## src/rtl/mux_scan_pkg.sv

```systemverilog
// mux_scan_pkg: shared state type, enable polarity and default geometry for the mux scan driver.
package mux_scan_pkg;
  typedef enum logic {IDLE, SCAN} state_t;
  localparam logic EN_ACTIVE = 1'b0;
  localparam logic EN_IDLE = 1'b1;
  localparam int DEF_WIDTH = 8;
  localparam int DEF_SEL_W = 3;
endpackage

```

## src/rtl/mux_scan_dwell_timer.sv

```systemverilog
// mux_scan_dwell_timer: counts cycles on one select index and pulses step on the last one.
module mux_scan_dwell_timer #(
  parameter int DWELL = 1
) (
  input  logic clk,
  input  logic rst,
  input  logic clr,
  output logic step
);
  localparam int CW = $clog2(DWELL + 1);
  logic [CW-1:0] cnt_q, cnt_d;
  always_comb begin
    step = !clr && cnt_q == CW'(DWELL - 1);
    cnt_d = (clr || step) ? '0 : cnt_q + CW'(1);
  end
  always_ff @(posedge clk or posedge rst)
    if (rst) cnt_q <= '0;
    else cnt_q <= cnt_d;
endmodule

```

## src/rtl/mux8x1_scan_driver.sv

```systemverilog
// mux8x1_scan_driver: accepts a word and sweeps the 8:1 mux select across it; MUX_SCAN_MSB_FIRST_EN scans high index first.
module mux8x1_scan_driver import mux_scan_pkg::*; #(
  parameter int WIDTH = DEF_WIDTH,
  parameter int SEL_W = DEF_SEL_W,
  parameter int DWELL = 1
) (
  input  logic             clk,
  input  logic             rst,
  input  logic             in_valid,
  output logic             in_ready,
  input  logic [WIDTH-1:0] in_data,
  input  logic             abort,
  output logic [WIDTH-1:0] datain,
  output logic [SEL_W-1:0] s,
  output logic             en,
  output logic             busy,
  output logic             done
);
`ifdef MUX_SCAN_MSB_FIRST_EN
  localparam logic [SEL_W-1:0] FIRST = SEL_W'(WIDTH - 1);
  localparam logic [SEL_W-1:0] LAST = '0;
`else
  localparam logic [SEL_W-1:0] FIRST = '0;
  localparam logic [SEL_W-1:0] LAST = SEL_W'(WIDTH - 1);
`endif
  state_t state_q, state_d;
  logic [WIDTH-1:0] datain_q, datain_d;
  logic [SEL_W-1:0] s_q, s_d, s_step;
  logic en_q, en_d, busy_q, busy_d, done_q, done_d, idle, step;
  assign idle = state_q == IDLE;
  assign in_ready = idle;
  assign datain = datain_q;
  assign s = s_q;
  assign en = en_q;
  assign busy = busy_q;
  assign done = done_q;
`ifdef MUX_SCAN_MSB_FIRST_EN
  assign s_step = s_q - SEL_W'(1);
`else
  assign s_step = s_q + SEL_W'(1);
`endif
  // Timer is held clear in IDLE so every scan starts with a full dwell.
  mux_scan_dwell_timer #(.DWELL(DWELL)) u_timer (
    .clk(clk),
    .rst(rst),
    .clr(idle),
    .step(step)
  );
  always_comb begin
    state_d = state_q;
    datain_d = datain_q;
    s_d = s_q;
    en_d = en_q;
    busy_d = busy_q;
    done_d = 1'b0;
    if (idle) begin
      if (in_valid) begin
        state_d = SCAN;
        datain_d = in_data;
        s_d = FIRST;
        en_d = EN_ACTIVE;
        busy_d = 1'b1;
      end
    end else if (abort || (step && s_q == LAST)) begin
      state_d = IDLE;
      s_d = '0;
      en_d = EN_IDLE;
      busy_d = 1'b0;
      done_d = !abort;
    end else if (step) begin
      s_d = s_step;
    end
  end
  always_ff @(posedge clk or posedge rst)
    if (rst) begin
      state_q <= IDLE;
      datain_q <= '0;
      s_q <= '0;
      en_q <= EN_IDLE;
      busy_q <= 1'b0;
      done_q <= 1'b0;
    end else begin
      state_q <= state_d;
      datain_q <= datain_d;
      s_q <= s_d;
      en_q <= en_d;
      busy_q <= busy_d;
      done_q <= done_d;
    end
endmodule

```

## config.mk

```make
export PLATFORM = sky130hd
export DESIGN_NAME = mux8x1_scan_driver
export DESIGN_NICKNAME = d
export VERILOG_FILES = /design/src/rtl/mux_scan_pkg.sv /design/src/rtl/mux_scan_dwell_timer.sv /design/src/rtl/mux8x1_scan_driver.sv
export SDC_FILE = /design/constraint.sdc
export NUM_CORES = 1
export LEC_CHECK = 0
export ABC_CLOCK_PERIOD_IN_PS = 1700
export CORE_MARGIN = 3
export CORE_UTILIZATION = 41
export CTS_BUF_LIST = sky130_fd_sc_hd__clkbuf_16
export DETAILED_ROUTE_END_ITERATION = 10
export HOLD_SLACK_MARGIN = 0.15
export PLACE_DENSITY = 0.86
export SETUP_SLACK_MARGIN = 0.02
export SKIP_LAST_GASP = 1
export SLEW_MARGIN = 20
export SYNTH_ARGS = -nofsm -noshare
export SYNTH_HDL_FRONTEND = slang
export SYNTH_SLANG_ARGS = --single-unit
```

## constraint.sdc

```tcl
create_clock -name clk -period 1.7 [get_ports clk]
set_input_delay 0.17 -clock clk [delete_from_list [all_inputs] [get_ports clk]]
set_output_delay 0.17 -clock clk [all_outputs]
set_load 0.005 [all_outputs]
```

==> results of run 1 <==
-- cell type report --
type | instances | area, um2
clock buffers | 3 | 75.1
clock inverters | 1 | 3.75
fillers | 112 | 490
inverters | 3 | 11.3
multi-input cells | 26 | 264
flip-flops and latches | 16 | 402
well taps | 16 | 20.0
repair buffers | 28 | 275
-- cell families (layout without fill, tap and decap cells) --
family                   after synthesis  count (layout)  synth area share [%]
multiplexers                           9               9                  19.1
AND/OR/NAND/NOR                        8               8                  7.45
buffers and inverters                  4              35                  3.27
AO/OA/AOI/OAI                          6               6                  7.64
other                                  1               1                 0.545
adder cells (fa/ha/maj)                2               2                  3.64
flip-flops                            16              16                  58.4
-- metal layers --
layer  part of all wire (%)  up-vias
met5                      0        -
met4                   0.46        0
met3                    5.3        2
met2                     57       14
met1                     38      233
li1                       -      220
-- critical path: stages (launching register included) --
cell and delay (ns):
dfrtp_1 0.46, inv_1 0.12, clkdlybuf4s50_1 0.51
-- path summary, 6_finish.rpt --
path / slack [ns] / to
max in group asynchronous: 0.98 / datain[4]
worst min-delay path: 0.33 / datain[7]
worst min register to register: 0.50 / datain[3]
min in group clk: 0.50 / datain[3]
worst max register to register: 0.36 / busy
worst max-delay path: 0.19 / in_ready
-- where the power goes --
part           switching, mW  total (mW)  internal, mW
sequential            0.0437       0.491         0.448
combinational         0.0854       0.294         0.208
clock                  0.148       0.460         0.312
-- placed cells by master, fill, tap and decap left out --
cell             instances
a21o_2                   1
a22o_1                   2
buf_4                    2
clkbuf_16                3
clkdlybuf4s50_1         26
clkinv_1                 1
conb_1                   1
dfrtp_1                 15
dfstp_2                  1
ha_1                     2
inv_1                    3
mux2_2                   1
mux2_4                   8
nand2b_1                 2
nor2_1                   2
nor2b_1                  2
nor2b_2                  1
nor3_2                   1
o21ai_0                  1
o22ai_2                  1
o2bb2ai_1                1
-- state kept, by name (all words and copies together), names as in the netlist --
signal         count
busy               1
datain             8
done               1
en                 1
s                  3
state_q            1
u_timer.cnt_q      1
==> metrics.txt, run 1 <==
Crit Path Max Fanout=6; Post-DRT Antenna Nets=0; main area contributors after synthesis=dfrtp_1 (55%), mux2_4 (17%), dfstp_2 (3.8%), ha_1 (3.6%), a22o_1 (2.5%); largest area contributor in the netlist=dfrtp_1; Initial DRC Count=7; startpoint of the worst-slack reg-to-reg timing path=s[0]; CTS sink count=16; Post-CTS Resized=0; vias per cell=5.04; global-route wire length before repair=2.28 mm; RSZ-0062 raised after global routing=no; Core Area=around 1500 um2; global route overflow=0; via count=469; Worst-Margin Slew=~0.58 ns; ys async rst share=100%; Initial DRT Pass Iterations=2; dpl cells=89; die area=2210 um2; min cycle time layout=1.51 ns; Mapped Area=688 um2; worst hold slack=0.333 ns; M3 GR Usage=6.90%; Fin. Hold Viols=0; # hold bufs at CTS=0; critical path data required time=~1.5 ns; post-CTS setup buffers=0; dpl ws=0.211 ns; initial antenna violation count=0; hold crit path type=input pin to async pin; Layout Cells excl Fill=93; IO Count=27; Ant. Diodes=0; Layout Skew=between 0.005 and 0.006 ns; clock-pin slew on the worst setup and hold paths=0.05 ns; Worst EP arrival=1.34 ns; Leak Pwr=0.487 nW; CTS tree=done; MaxCap Viol Count=0; Final Cell Area=1050 um2; die extent in x=47.0 um; mean post-synth cell area=15.0 um2; status=complete, no violations; Commonest cells post-synth=dfrtp_1 (15), mux2_4 (8), inv_1 (3); Slew Limit Fails=0; highest clock rate=around 660 MHz; PD cells=1180 nW/um2; CP startpoint=state_q; post-DP HPWL=1.10 mm; # setup viols final=0; CP Capture Type=output pin; Peak VDD IR=939 uV; GR Util All Layers=15.4%; Tot Pwr=1.25 mW; post-DR wirelength/cell=about 16 um; # DRC=0; Final period util=88.7%; Vert. Die Dim=47.0 um; row count=14; synth warn=0; area share of the largest cell type after synthesis=54.5%; Worst Setup Slack, final=0.193 ns; GR Layer Usage met1=17.6%; worst skew pair latency=about 0.25 ns; most frequent cell after synthesis=dfrtp_1; busiest metal layer after global routing=met2; sequential share of the synthesized area=58.4%; Unique masters post-synth=18; EDFF count, synth=0; Final Net Count=92; CP startpoint kind=flip-flop; area delta synth->final=52.7%; Final GP Congestion=a little under 0.7; final WL=~1.5 mm; Yosys reg bits=16; htree depth=1; vias in the first global route=approximately 500; WS Path Type=flip-flop to output pin; Starting Density=44.6%; cts bufs inserted=3; syn nets=60; Final TNS setup=0 ns; placed cell areas=972 um2; global routing met2 resource utilization=around 26%; fraction of layout cells with a size suffix above 1=24.7%; clk root buf=clkbuf_16; Rel. slew slack=61.1%; R2R depth=5; CTS max path bufs=2; Top FF cell, synth=dfrtp_1; Buffers on Ports=26; largest net degree at the start of global routing=17; Post-Synthesis Cells=46; utilization after layout=68.2%
Power figures use the tool's default switching activity.
==> inputs of run 2 (changes only) <==
--- a/config.mk
+++ b/config.mk
@@ -10,7 +10,9 @@
 export CORE_UTILIZATION = 41
 export CTS_BUF_LIST = sky130_fd_sc_hd__clkbuf_16
 export DETAILED_ROUTE_END_ITERATION = 10
+export GPL_TIMING_DRIVEN = 0
 export HOLD_SLACK_MARGIN = 0.15
+export MAX_ROUTING_LAYER = met4
 export PLACE_DENSITY = 0.86
 export SETUP_SLACK_MARGIN = 0.02
 export SKIP_LAST_GASP = 1
==> run 2 against run 1 <==
  * Clock-buffer cell count stayed put
  * Utilization decreased by 0.24 points
  * Sequential share of layout area rose by 0.14 points
  * Critical path type unchanged
==> metrics.txt, run 2 (same netlist as run 1, synthesis figures left out) <==
status=complete, no violations; post-DR wirelength/cell=15.8 um (-3.9%); post-DP HPWL=1.10 mm (-0.34%); Slew Limit Fails=0 (unchanged); area delta synth->final=52.2%; Final TNS setup=0 ns (unchanged); Initial DRT Pass Iterations=4 (+2); MaxCap Viol Count=0 (unchanged); die area=2210 um2 (unchanged); final WL=1.45 mm (-5.0%); Worst-Margin Slew=0.590 ns (+0.00697 ns); initial antenna violation count=0 (unchanged); min cycle time layout=1.47 ns (-0.0404 ns); Crit path depth=2 (unchanged); worst path bufs/invs=2 (unchanged); Core Area=1540 um2 (unchanged); worst stage delay on the critical path=0.51 ns (about the same); R2R depth=5 (unchanged); Starting Density=44.6% (unchanged); htree depth=1 (unchanged); startpoint of the worst-slack reg-to-reg timing path=s[0]; cts bufs inserted=3 (unchanged); row count=14 (unchanged); PD cells=1180 nW/um2 (-0.46%); clock-pin slew on the worst setup and hold paths=0.05 ns (about the same); RSZ-0062 raised after global routing=no; via count=454 (-3.2%); Reg2Reg Setup Slack=0.39 ns (+0.03 ns); vias in the first global route=442 (-11%); worst path cell trace=inv_1 > clkdlybuf4s50_1; global-route wire length before repair=2.13 mm (-6.6%); hold crit path type=input pin to async pin; most frequent cells in the layout=clkdlybuf4s50_1 (26), dfrtp_1 (15), mux2_4 (8); Fin. Hold Viols=0 (unchanged); Post-DRT Antenna Nets=0 (unchanged); CTS tree=done; critical path data required time=1.53 ns (about the same); worst skew pair latency=0.24 ns (about the same); commonest non-fill, non-tap cell in the layout=clkdlybuf4s50_1; highest clock rate=682 MHz (+2.8%); Buffers on Ports=26 (unchanged); Rel. slew slack=60.6% (-0.47 points); slowest CP cell=clkdlybuf4s50_1; Crit Path Max Fanout=6 (unchanged); die extent in x=47.0 um (unchanged); cell family with most CP delay=buffers and inverters; # setup viols final=0 (unchanged); post-CTS setup buffers=0 (unchanged); largest net degree at the start of global routing=17 (unchanged); # hold bufs at CTS=0 (unchanged); # DRC=0 (unchanged); Largest register FFs=8 (unchanged); Post-CTS Resized=0 (unchanged); fraction of layout cells with a size suffix above 1=23.7% (-0.99 points); IO Count=27 (unchanged); global route overflow=0 (unchanged); Layout Skew=0.00170 ns (-0.00377 ns); Final GP Congestion=0.693 (+0.82%); GR Util All Layers=15.7% (+0.32 points); CTS sink count=16 (unchanged); CP Capture Type=output pin; Tot Pwr=1.24 mW (-0.81%); utilization after layout=67.9% (-0.24 points); Final Net Count=91 (-1.1%); WS Path Type=flip-flop to output pin; Peak VDD IR=1080 uV (+15%); Leak Pwr=0.486 nW (about the same); Ant. Diodes=0 (unchanged); vias per cell=4.93 (-2.1%); Worst EP arrival=1.30 ns (-0.04 ns); Final period util=86.3% (-2.4 points); fillcell total=107 (-4.5%); CTS max path bufs=2 (unchanged); Initial DRC Count=3 (-4); clk root buf=clkbuf_16; Reg-to-Reg End=busy; CP startpoint kind=flip-flop; Vert. Die Dim=47.0 um (unchanged)
[run 2: changes by cell type in the layout (fill, tap and decap cells not counted)]
cell,previous run,this run
buf_6,0,1
clkinv_1,1,0
inv_1,3,4
buf_4,2,0
[run 2: final cells by class]
type / instances / area, um2 / area share (%)
Clock buffer: 3 / 75.1 / 7.17
Sequential cell: 16 / 402 / 38.4
Tap cell: 16 / 20.0 / 1.91
Timing Repair Buffer: 26 / 260 / 24.9
Inverter: 3 / 11.3 / 1.08
Buffer: 1 / 11.3 / 1.08
Multi-Input combinational cell: 26 / 264 / 25.2
Clock inverter: 1 / 3.75 / 0.358
[run 2: worst max path at each step]
stage / from / end / slack [ns]
detailed placement: in_valid / datain[0] / 0.21
CTS: state_q / in_ready / 0.23
global route: state_q / in_ready / 0.16
floorplan: s[0] / state_q / 0.47
global placement: in_valid / datain[2] / 0.23
finish: state_q / in_ready / 0.23
[run 2: power breakdown]
group	switching [mW]	leakage, nW	total [mW]	internal [mW]
clock network	0.139	0.0423	0.451	0.311
logic	0.0861	0.250	0.293	0.207
registers	0.0437	0.194	0.492	0.448
[run 2: routing by layer]
layer | vias to the layer above | global-route usage [%] | routed length (um)
li1 | 215 | - | -
met1 | 220 | 16.8 | 542
met2 | 15 | 25.2 | 778
met3 | 4 | 6.90 | 105
met4 | 0 | 6.63 | 24
met5 | - | - | 0
[run 2: through the flow]
stage | instances | cell area, um2 | worst slack [ns] | hold slack [ns]
after global placement | 88 | 968 | 0.234 | 0.486
after global routing | 92 | 1050 | 0.157 | 0.333
after detailed placement | 88 | 968 | 0.210 | 0.492
after floorplan | 46 | 688 | 0.469 | 0.0830
final | 92 | 1050 | 0.233 | 0.291
after CTS | 92 | 1050 | 0.231 | 0.308
==> inputs of run 3 (changes only) <==
--- a/config.mk
+++ b/config.mk
@@ -6,14 +6,15 @@
 export NUM_CORES = 1
 export LEC_CHECK = 0
 export ABC_CLOCK_PERIOD_IN_PS = 1700
-export CORE_MARGIN = 3
-export CORE_UTILIZATION = 41
+export CORE_AREA = 3 3 40 42
 export CTS_BUF_LIST = sky130_fd_sc_hd__clkbuf_16
 export DETAILED_ROUTE_END_ITERATION = 10
+export DIE_AREA = 0 0 43 45
+export DONT_BUFFER_PORTS = 1
 export GPL_TIMING_DRIVEN = 0
 export HOLD_SLACK_MARGIN = 0.15
 export MAX_ROUTING_LAYER = met4
-export PLACE_DENSITY = 0.86
+export PLACE_DENSITY = 0.77
 export SETUP_SLACK_MARGIN = 0.02
 export SKIP_LAST_GASP = 1
 export SLEW_MARGIN = 20
==> run 3 against run 2 <==
  * Power down 9.5%
  * Via count down 9.0%
  * First-iteration DRC count down 33%
  * Utilization up 1.0 points
  * Clock-buffer cell count unchanged
  * Design area down 15%
==> metrics.txt, run 3 (same netlist as run 1, synthesis figures left out) <==
status=complete, no violations; Peak VDD IR=683 uV (-37%); largest net degree at the start of global routing=17 (unchanged); die extent in x=43 um (-8.5%); Tot Pwr=1.12 mW (-9.5%); vias per cell=5.51 (+12%); WHS Path Cells=2; Initial DRT Pass Iterations=4 (unchanged); hold crit path type=input pin to flip-flop; Largest register FFs=8 (unchanged); Worst-Margin Slew=0.600 ns (+0.00984 ns); row count=13 (-1); highest clock rate=710 MHz (+4.2%); area delta synth->final=28.7%; CP startpoint kind=flip-flop; dpl cells=61 (-31%); Layout Cells excl Fill=75 (-18%); CP Capture Type=flip-flop; GR Util All Layers=16.6% (+0.86 points); Vert. Die Dim=45 um (-4.2%); global route overflow=0 (unchanged); Final period util=82.8% (-3.5 points); die area=1940 um2 (-12%); Reg-to-Reg End=busy; CTS sink count=16 (unchanged); vias in the first global route=488 (+10%); fraction of layout cells with a size suffix above 1=30.0% (+6.3 points); Initial DRC Count=2 (-1); Buffers on Ports=0 (-100%); # DRC=0 (unchanged); Final GP Congestion=0.675 (-2.6%); clk root buf=clkbuf_16; R2R depth=5 (unchanged); Ant. Diodes=0 (unchanged); via count=413 (-9.0%); Rel. slew slack=60.0% (-0.66 points); Starting Density=53.6% (+8.9 points); Fin. Hold Viols=0 (unchanged); RSZ-0062 raised after global routing=no; min cycle time layout=1.41 ns (-0.0592 ns); MaxCap Viol Count=0 (unchanged); most frequent cells in the layout=dfrtp_1 (15), dlygate4sd3_1 (10), mux2_4 (8); Final TNS setup=0 ns (unchanged); Post-DRT Antenna Nets=0 (unchanged); Final Net Count=75 (-18%); clock-pin slew on the worst setup and hold paths=0.05 ns (about the same); startpoint of the worst-slack reg-to-reg timing path=s[0]; Worst Setup Slack, final=0.292 ns (+0.0592 ns); final WL=1.42 mm (-2.1%); Slew Limit Fails=0 (unchanged); worst skew pair latency=0.25 ns (about the same); dpl ws=0.335 ns (+0.125 ns); Final Cell Area=886 um2 (-15%); Core Area=1280 um2 (-17%); initial antenna violation count=0 (unchanged); post-DP HPWL=941 um (-14%); CP startpoint=s[0]; # setup viols final=0 (unchanged); cts bufs inserted=3 (unchanged); commonest non-fill, non-tap cell in the layout=dfrtp_1; CTS tree=done; PD cells=1260 nW/um2 (+7.0%); WS Path Type=flip-flop to flip-flop; IO Count=27 (unchanged); CTS max path bufs=2 (unchanged); Crit Path Max Fanout=3 (-3); Layout Skew=0.00462 ns (+0.00292 ns); critical path data required time=1.86 ns (+0.33 ns); post-DR wirelength/cell=18.9 um (+20%); placed cell areas=707 um2 (-27%); Worst Hold Path EP=busy; global-route wire length before repair=2.21 mm (+3.8%); worst hold slack=0.158 ns (-0.134 ns); htree depth=1 (unchanged); Reg2Reg Setup Slack=0.29 ns (-0.10 ns); utilization after layout=68.9% (+1.0 points); Leak Pwr=0.428 nW (-12%); Worst EP arrival=1.57 ns (+0.27 ns); hold path start=abort
==> run 3: cell count changes in the layout (fill, tap and decap cells not counted) <==
cell             before  now
clkdlybuf4s50_1      26    0
dlygate4sd3_1         0   10
==> run 3: worst max path at each step <==
stage / to / slack, ns / depth (start not counted)
4_1_cts: busy / 0.30 / 5
3_3_place_gp: state_q / 0.42 / 5
6_report: busy / 0.29 / 5
2_1_floorplan: state_q / 0.47 / 5
5_1_grt: busy / 0.24 / 5
3_5_place_dp: busy / 0.33 / 5
==> run 3: layout make-up <==
type | instances | area [um2]
Buffer | 1 | 11.3
Clock buffer | 3 | 75.1
Clock inverter | 1 | 3.75
Fill cell | 86 | 399
Inverter | 3 | 11.3
Multi-Input combinational cell | 26 | 264
Sequential cell | 16 | 402
Tap cell | 15 | 18.8
Timing Repair Buffer | 10 | 100
==> run 3: where the power goes <==
group          internal (mW)  switching, mW
clock network          0.311          0.142
logic                  0.102         0.0545
registers              0.448         0.0595
==> run 3: routing by layer <==
layer | wire length [um] | GRT usage, % | vias to the layer above
li1 | - | - | 184
met1 | 479 | 14.2 | 218
met4 | 0 | 7.23 | 0
met3 | 68 | 4.38 | 0
met2 | 872 | 33.2 | 11
met5 | 0 | - | -
==> run 3: worst max-delay path: stages (launching register included) <==
cell       delay, ns
dfrtp_1         0.42
ha_1            0.21
ha_1            0.20
nor2b_1         0.15
nor2_1          0.20
o2bb2ai_1       0.15
==> run 3: repair_timing <==
item | in CTS | in global routing
setup endpoints to repair | 0 | 0
hold buffers | 10 | 0
endpoints found under the hold margin | 24 | 0
resized for setup | 0 | 0
setup buffers | 0 | 0
